### src/rtl/bram_read_server.sv
// Valid/ready request front end for one port of a write-first BRAM, with a credit-guarded response FIFO.
// Define BRAM_READ_SERVER_BYPASS_EN to forward BRAM_DO straight to the response port when the FIFO is empty.
module bram_read_server #(
  parameter int ADDR_WIDTH        = 1,
  parameter int DATA_WIDTH        = 1,
  parameter int PIPELINED         = 0,
  parameter int DEPTH             = 3,
  parameter int RESPONSE_ON_WRITE = 0
) (
  input  logic                  CLK,
  input  logic                  RST_N,
  input  logic                  REQ_VALID,
  output logic                  REQ_READY,
  input  logic                  REQ_WRITE,
  input  logic [ADDR_WIDTH-1:0] REQ_ADDR,
  input  logic [DATA_WIDTH-1:0] REQ_DATA,
  output logic                  RSP_VALID,
  input  logic                  RSP_READY,
  output logic [DATA_WIDTH-1:0] RSP_DATA,
  output logic                  BRAM_EN,
  output logic                  BRAM_WE,
  output logic [ADDR_WIDTH-1:0] BRAM_ADDR,
  output logic [DATA_WIDTH-1:0] BRAM_DI,
  input  logic [DATA_WIDTH-1:0] BRAM_DO
);

  localparam int LAT = (PIPELINED != 0) ? 2 : 1;
  localparam int PW  = (DEPTH > 1) ? $clog2(DEPTH) : 1;
  localparam int CW  = $clog2(DEPTH + 1);
  localparam int OW  = $clog2(DEPTH + LAT + 1);

  logic [DATA_WIDTH-1:0] mem [DEPTH];
  logic [PW-1:0]         rd_ptr, wr_ptr;
  logic [CW-1:0]         count;
  logic [LAT-1:0]        trk;
  logic [OW-1:0]         trk_set, occupied;
  logic                  responding, fire, fire_rsp, trk_last;
  logic                  enq, deq, full, empty;

  function automatic logic [PW-1:0] ptr_inc(input logic [PW-1:0] p);
    return (p == PW'(DEPTH - 1)) ? '0 : p + PW'(1);
  endfunction

  assign responding = !REQ_WRITE || (RESPONSE_ON_WRITE != 0);

  always_comb begin
    trk_set = '0;
    for (int i = 0; i < LAT; i++) trk_set = trk_set + OW'(trk[i]);
  end

  // Credits come only from registered state, so a dequeue frees a slot one cycle later.
  assign occupied  = OW'(count) + trk_set;
  assign REQ_READY = (occupied < OW'(DEPTH)) || !responding;

  // Held off while in reset so the BRAM contents are never disturbed.
  assign fire     = RST_N && REQ_VALID && REQ_READY;
  assign fire_rsp = fire && responding;

  assign BRAM_EN   = fire;
  assign BRAM_WE   = fire && REQ_WRITE;
  assign BRAM_ADDR = REQ_ADDR;
  assign BRAM_DI   = REQ_DATA;

  assign trk_last = trk[LAT-1];
  assign full     = (count == CW'(DEPTH));
  assign empty    = (count == '0);
  assign deq      = !empty && RSP_READY;

`ifdef BRAM_READ_SERVER_BYPASS_EN
  assign RSP_VALID = !empty || trk_last;
  assign RSP_DATA  = empty ? BRAM_DO : mem[rd_ptr];
  assign enq       = trk_last && !(empty && RSP_READY);
`else
  assign RSP_VALID = !empty;
  assign RSP_DATA  = mem[rd_ptr];
  assign enq       = trk_last;
`endif

  always_ff @(posedge CLK) begin
    if (!RST_N) begin
      trk    <= '0;
      rd_ptr <= '0;
      wr_ptr <= '0;
      count  <= '0;
    end else begin
      trk <= LAT'({trk, fire_rsp});
      if (enq) wr_ptr <= ptr_inc(wr_ptr);
      if (deq) rd_ptr <= ptr_inc(rd_ptr);
      if (enq && !deq)      count <= count + CW'(1);
      else if (!enq && deq) count <= count - CW'(1);
    end
  end

  always_ff @(posedge CLK) begin
    if (enq) mem[wr_ptr] <= BRAM_DO;
  end

  assert property (@(posedge CLK) disable iff (!RST_N) !(enq && full && !deq));

endmodule

### config.mk
export PLATFORM = sky130hd
export DESIGN_NAME = bram_read_server
export DESIGN_NICKNAME = d
export VERILOG_FILES = /design/src/rtl/bram_read_server.sv
export SDC_FILE = /design/constraint.sdc
export NUM_CORES = 1
export LEC_CHECK = 0
export CORE_MARGIN = 8
export CORE_UTILIZATION = 39
export DETAILED_ROUTE_END_ITERATION = 8
export GPL_TIMING_DRIVEN = 0
export PLACE_DENSITY = 0.82
export SLEW_MARGIN = 20
export SYNTH_ARGS = -nofsm -noshare
export SYNTH_HDL_FRONTEND = slang
export SYNTH_SLANG_ARGS = --single-unit
### constraint.sdc
create_clock -name CLK -period 1.46 [get_ports CLK]
set_input_delay 0.146 -clock CLK [delete_from_list [all_inputs] [get_ports CLK]]
set_output_delay 0.146 -clock CLK [all_outputs]
set_load 0.02 [all_outputs]
# ---- After elaboration in Yosys (flattened, before gate mapping)
# Memory sizes are Yosys's and may differ from the RTL's. A register that Yosys moved wholly into a read port is not among the register bits.
# Index checks and enable logic that the tools add are counted.
dict set report op_classes {
  n_addsub 5
  n_lt_le_gt_ge 1
  n_eq_ne 2
  mux 8
  n_reduce_logical 14
}
# op count
set op_table {}
lappend op_table {{$mux 2} 6}
lappend op_table {{$logic_and 1x1->1} 7}
lappend op_table {{$add 2x1->2 const B} 3}
lappend op_table {{$eq 2x2->1 const B} 2}
lappend op_table {{$logic_not 1->1} 4}
lappend op_table {{$add 2x1->3} 1}
lappend op_table {{$lt 3x2->1 const B} 1}
lappend op_table {{$logic_not 2->1} 1}
lappend op_table {{$mux 1} 2}
lappend op_table {{$reduce_bool 2->1} 1}
lappend op_table {{$sub 2x1->2 const B} 1}
lappend op_table {{$logic_or 1x1->1} 1}
dict set report totals {
  reg_bits 7
  mem_bits_rw 3
  in_bits 8
  output_inout_bits 7
  elab_cells 35
  mem_count 1
}
# name depth word_bits rd rd_clocked_by_memory_dff write_ports line_no
set memory_table {}
lappend memory_table {mem 3 1 1 1 1 32} ;# logic [DATA_WIDTH-1:0] mem [DEPTH];

# ---- Longest topological paths before layout
# Gate-level depths: netlist of the first run.
dict set report logic_depth {
  depth_word 6
  mapped_depth 5
  mapped_depth_nobuf 5
}

# ---- Worst setup path before layout of the first run
# No wires, ideal clock.
dict set report synth_path {
  path_kind {reg2out}
  from {register count[0]}
  to {output BRAM_EN}
  arrival_time_ps 1488
  required_ps 1314
  setup_slack_ps -174
  path_stages_with_launch 6
  n_path_buf 0
  cell_sequence {dfxtp_1 -> ha_1 -> ha_1 -> a21oi_1 -> or2_2 -> nor2b_1}
}
dict set report synth_via {
  elab_chain_len 4
}
# item line_no
set synth_lines {}
lappend synth_lines {{start: declaration} 34} ;# logic [CW-1:0] count;
lappend synth_lines {{start signal: assignment} 89} ;# if (enq && !deq) count <= count + CW'(1);
lappend synth_lines {{start signal: assignment} 90} ;# else if (!enq && deq) count <= count - CW'(1);
lappend synth_lines {{$add 2x1->3} 52} ;# assign occupied = OW'(count) + trk_set;
lappend synth_lines {{$lt 3x2->1} 53} ;# assign REQ_READY = (occupied < OW'(DEPTH)) || !responding;
lappend synth_lines {{$logic_or 1x1->1} 53}
lappend synth_lines {{named net REQ_READY} 13} ;# output logic REQ_READY,
lappend synth_lines {{$logic_and 1x1->1} 56} ;# assign fire = RST_N && REQ_VALID && REQ_READY;
lappend synth_lines {{end: declaration} 20} ;# output logic BRAM_EN,
# The timed path passes the listed nets, and every way through them passes these cells.

# ---- Worst setup path in the final report of the first run
dict set report layout_path {
  from {register count[0]}
  to {output BRAM_EN}
}
dict set report layout_via {
  elab_chain_len 4
}
# item line_no
set layout_lines {}
lappend layout_lines {{$add 2x1->3} 52}
lappend layout_lines {{$lt 3x2->1} 53}
lappend layout_lines {{$logic_or 1x1->1} 53}
lappend layout_lines {{$logic_and 1x1->1} 56}
# No other way between the ends.

==> flow_metrics.tcl, run 1 <==
set metrics [dict create \
    crit_type "reg2out" \
    endpoint_kind "output pin" \
    hold_path.class "in2reg" \
    clkLatencyLatePin_ns 0.27 \
    clkSinkCount 12 \
    fp.dieW_um 52.7 \
    path_common_cell "ha_4" \
    slowest_delay_ns 0.35 \
    dr.pass1.iters 4 \
    fin_nets 78 \
    nFillCells 111 \
    cp_slowest_cell "dfxtp_4" \
    dieArea_mm2 0.00277 \
    startpoint "count[0]" \
    rows 13 \
    worstMarginPinSlew_ns 0.280 \
    synth_edf_count 3 \
    io_buffers 12 \
    m1WireLength_um 398 \
    die_h_um 52.7 \
    place_ws_ns -0.533 \
    core_mm2 0.00128 \
    maxCapViolations 0 \
    grt_usage_pct 9.06 \
    area_growth_pct 41.1 \
    hold_viol_final 0 \
    highest_layer "met4" \
    drtIter0Drc 3 \
    most-common-layout-cells "dfxtp_1, clkdlybuf4s50_1, nand2_1, buf_4" \
    clk_root_buffer_cell "clkbuf_4" \
    r2r_slack_ns -0.10 \
    drcViolationCount 0 \
    overflow 0 \
    synth_cell_types 21 \
    status "finished with violations" \
    setup_tns_ns -0.474 \
    clk_pin_slew_ns 0.07 \
    io_pins 15 \
    fin_ws_ns -0.232 \
    initial_core_util_pct 40.8 \
    fin_crit_sh_pct 116 \
    routed_wl_um 942 \
    finalSetupViolCount 3 \
    worstPathCellList "ha_4 > ha_4 > a21oi_2 > or2_4 > nor2b_4 > buf_6" \
    ff2ff_path_depth 5 \
    final_antenna_net_count 0 \
    drive_above_1_share_pct 28.8 \
    vias_per_cell 4.98 \
    ir_worst_vdd_v 0.000587 \
    worstPathRequired_ns 1.31 \
    rsz0062_at_grt "yes" \
    via_count 403 \
    cp_max_fo 2 \
    synth.avg_cell_area_um2 10.9 \
    hold_buffers 0 \
    grt_max_degree 9 \
    met3_length_um 104 \
    grt_pass1_vias 415 \
    report.final.slew_viol_count 0 \
    crit_end "BRAM_EN" \
    ys_async_sr_fraction_pct 0 \
    syn_area_um2 524 \
    p_leak_nw 0.304 \
    grt_first_pass_wirelength_um 1830 \
    slew-limit-headroom_pct 81.3 \
    avgRoutedWirePerCell_um 11.6 \
    final_common_cell "dfxtp_1" \
    critPathLaunchType "flop" \
    period_minus_slack_ns 1.69 \
    htree_levels 1 \
    wl_met2_um 420 \
    detailedPlacementHpwl_um 693 \
    ys_seq_area_share_pct 51.6 \
    ys_ff_latch 12 \
    multi_input_area_um2 278 \
    clock_skew_ns 0.00110 \
    power.density_mw_per_mm2 1350 \
    r2r_start "count[0]" \
    rr_endpoint "count[1]" \
    ys_warn_count 0 \
    grt_antenna_before_repair 0 \
    seqCellArea_um2 278 \
    place.gp.congestion 0.638 \
    netlist_instances 48 \
    clockBufferDepth 2 \
    violations "negative setup slack" \
    cts_tree "done" \
    numCtsBuffers 3 \
    ys.flop_type "dfxtp_1" \
    synth_fp_nets 59 \
    diodes 0 \
    fmax_ghz 0.591 \
    worstPathArrival_ns 1.55 \
]
-- per-stage QoR --
stage                     area, um2  total power (W)  cells  util (%)  hold slack, ns
after floorplan                 534         0.000643     48         -           0.222
after global placement          673         0.000745     75      52.4           0.468
after detailed placement        673         0.000757     75      52.4           0.481
after CTS                       744          0.00101     81      57.9           0.357
after global routing            739          0.00108     81      57.5           0.369
final                           739         0.000996     81      57.5           0.355
-- cell usage after synthesis, types with 2 or more instances --
cell | count | area, um2
ha_1 | 3 | 37.5
nand2_1 | 4 | 15.0
o21ai_0 | 2 | 10.0
dfxtp_1 | 9 | 180
o21a_1 | 3 | 22.5
nor2b_1 | 3 | 18.8
nor3b_1 | 3 | 22.5
buf_4 | 2 | 15.0
and2_1 | 2 | 12.5
or2_2 | 2 | 12.5
or3_1 | 2 | 12.5
edfxtp_1 | 3 | 90.1
a21boi_1 | 2 | 15.0
-- repair_timing --
action                                  in CTS  in global routing
buffers inserted                             2                  0
pin swaps                                    3                  1
resized for setup                           24                  2
endpoints found under the setup margin       5                  5
-- cells by family (layout without fill, tap and decap cells) --
logic type | after synthesis | count (layout) | synth area share (%)
adder cells (fa/ha/maj) | 3 | 3 | 7.16
buffers and inverters | 2 | 20 | 2.86
XOR/XNOR | 2 | 2 | 3.34
multiplexers | 1 | 1 | 1.91
AO/OA/AOI/OAI | 9 | 9 | 11.7
flip-flops | 12 | 12 | 51.6
AND/OR/NAND/NOR | 19 | 19 | 21.5
-- worst min-delay path by stage --
stage,from,to,slack [ns],cells past startpoint
4_1_cts,RST_N,wr_ptr[0],0.36,2
5_1_grt,RST_N,wr_ptr[0],0.37,2
3_3_place_gp,rd_ptr[0],rd_ptr[0],0.47,2
6_report,RST_N,wr_ptr[0],0.35,2
2_1_floorplan,REQ_WRITE,enq,0.22,1
3_5_place_dp,rd_ptr[0],flop,0.48,2
-- power by group --
part | leakage (nW) | internal [W] | switching [W]
Combinational | 0.187 | 0.000182 | 0.000162
Sequential | 0.102 | 0.000398 | 0.0000453
Clock | 0.0150 | 0.000106 | 0.000104
-- worst max-delay path: cells and delay by family, from the launching register on --
family	cells	cell delay (ns)
DFF	1	0.35
and+or+nand+nor	2	0.34
adders and majority gates	2	0.41
AOI/OAI and AO/OA	1	0.04
buffers and inverters	1	0.12
-- layout make-up --
type | count | share of cell area, %
sequential | 12 | 37.6
buffer | 2 | 2.03
timing repair buffer | 14 | 16.8
clock buffer | 4 | 3.55
tap | 15 | 2.54
multi-input combinational | 34 | 37.6
-- routing by layer --
layer  track usage [%]  vias up
li1                  -      205
met1              10.1      178
met2              12.1       16
met3              5.97        4
met4              6.47        0
met5                 0        -
Power figures use the tool's default switching activity.
==> run 2: changes to the inputs <==
- REMOVE_ABC_BUFFERS: default -> 1
- SLEW_MARGIN: 20 -> default
==> flow_metrics.tcl, run 2 (synthesis gave the netlist of run 1 again) <==
set metrics [dict create \
    grt_first_pass_wirelength_um 1500 \
    slew-limit-headroom_pct 79.3 \
    clockBufferDepth 2 \
    power.density_mw_per_mm2 1350 \
    holdWs_ns 0.254 \
    worstPathArrival_ns 1.56 \
    rsz0062_at_grt "yes" \
    area_growth_pct 42.0 \
    place.gp.congestion 0.793 \
    seqCellArea_um2 278 \
    htree_levels 1 \
    fmax_ghz 0.588 \
    io_buffers 10 \
    crit_type "reg2out" \
    avgRoutedWirePerCell_um 11.6 \
    diodes 0 \
    stdcell_count 82 \
    vias_per_cell 5.02 \
    drive_above_1_share_pct 32.8 \
    initial_core_util_pct 40.8 \
    endpoint_kind "output pin" \
    clk_root_buffer_cell "clkbuf_4" \
    io_pins 15 \
    nFillCells 113 \
    final_antenna_net_count 0 \
    grt_usage_pct 7.64 \
    grt_max_degree 9 \
    place_inst 71 \
    worstPathRequired_ns 1.31 \
    hold_path.class "in2reg" \
    rows 13 \
    hold_viol_final 0 \
    detailedPlacementHpwl_um 647 \
    core_mm2 0.00128 \
    clk_pin_slew_ns 0.07 \
    period_minus_slack_ns 1.70 \
    report.final.slew_viol_count 0 \
    multi_input_area_um2 278 \
    fp.dieW_um 52.7 \
    cts_tree "done" \
    maxCapViolations 0 \
    drcViolationCount 0 \
    dieArea_mm2 0.00277 \
    fin_nets 79 \
    finalSetupViolCount 4 \
    most-common-layout-cells "dfxtp_1, buf_4, nand2_1, clkdlybuf4s50_1" \
    dr.pass1.iters 4 \
    critPathLaunchType "flop" \
    fin_ws_ns -0.241 \
    clkLatencyLatePin_ns 0.27 \
    via_count 412 \
    ir_worst_vdd_v 0.000708 \
    overflow 0 \
    violations "negative setup slack" \
    hold_buffers 0 \
    routed_wl_um 955 \
    grt_antenna_before_repair 0 \
    worstMarginPinSlew_ns 0.310 \
    status "finished with violations" \
    clock_skew_ns 0.000750 \
    numCtsBuffers 3 \
    cp_max_fo 2 \
    drtIter0Drc 12 \
    fin_crit_sh_pct 117 \
    die_h_um 52.7 \
    p_leak_nw 0.316 \
    clkSinkCount 12 \
    grt_pass1_vias 361 \
]
-- run 2: critical path, stage by stage (launching register included) --
cell     delay [ns]
dfxtp_4        0.36
ha_4           0.16
ha_4           0.25
a21oi_2        0.05
or2_4          0.22
nor2b_4        0.12
buf_6          0.12
-- run 2: path summary, 6_finish.rpt --
kind                            slack [ns]       from   endpoint  depth (start not counted)
worst max-delay path                 -0.24        enq    BRAM_EN                          6
worst min-delay path                  0.25      RST_N  wr_ptr[1]                          2
worst max register to register       -0.17        enq        enq                          9
worst min register to register        0.48  rd_ptr[0]       flop                          2
-- run 2: per-stage QoR --
| step | instance area (um2) | setup slack [ns] | TNS, ns | power, W | utilization (%) |
|---|---|---|---|---|---|
| 2_1_floorplan | 509 | -0.174 | -0.174 | 0.000630 | - |
| 3_3_place_gp | 628 | -0.551 | -1.32 | 0.000729 | 48.9 |
| 3_5_place_dp | 628 | -0.573 | -1.36 | 0.000743 | 48.9 |
| 4_1_cts | 731 | -0.299 | -0.731 | 0.00101 | 56.9 |
| 5_1_grt | 744 | -0.291 | -0.833 | 0.00107 | 57.9 |
| 6_report | 744 | -0.241 | -0.630 | 0.00101 | 57.9 |
-- run 2: per-layer routing --
layer	wire length (um)	part of all wire (%)	global-route usage [%]	up-vias
met1	400	42	7.14	195
met2	451	47	11.7	11
met5	0	0	0	-
li1	-	-	-	204
met4	6	0.63	2.59	0
met3	96	10	7.10	2
-- run 2: where the power goes --
part,internal [W],switching (W),leakage [nW]
logic,0.000198,0.000161,0.199
clock network,0.0000989,0.000104,0.0154
registers,0.000397,0.0000452,0.102
-- run 2: final cells by class --
type / count / area share [%]
clock buffers: 3 / 3.03
clock inverters: 1 / 0.504
well taps: 15 / 2.52
repair buffers: 17 / 19.3
multi-input cells: 34 / 37.3
flip-flops and latches: 12 / 37.3
-- run 2: what timing repair did --
item | CTS | global route
buffers inserted | 7 | 0
pin swaps | 3 | 2
resized for setup | 24 | 3
setup endpoints to repair | 5 | 5
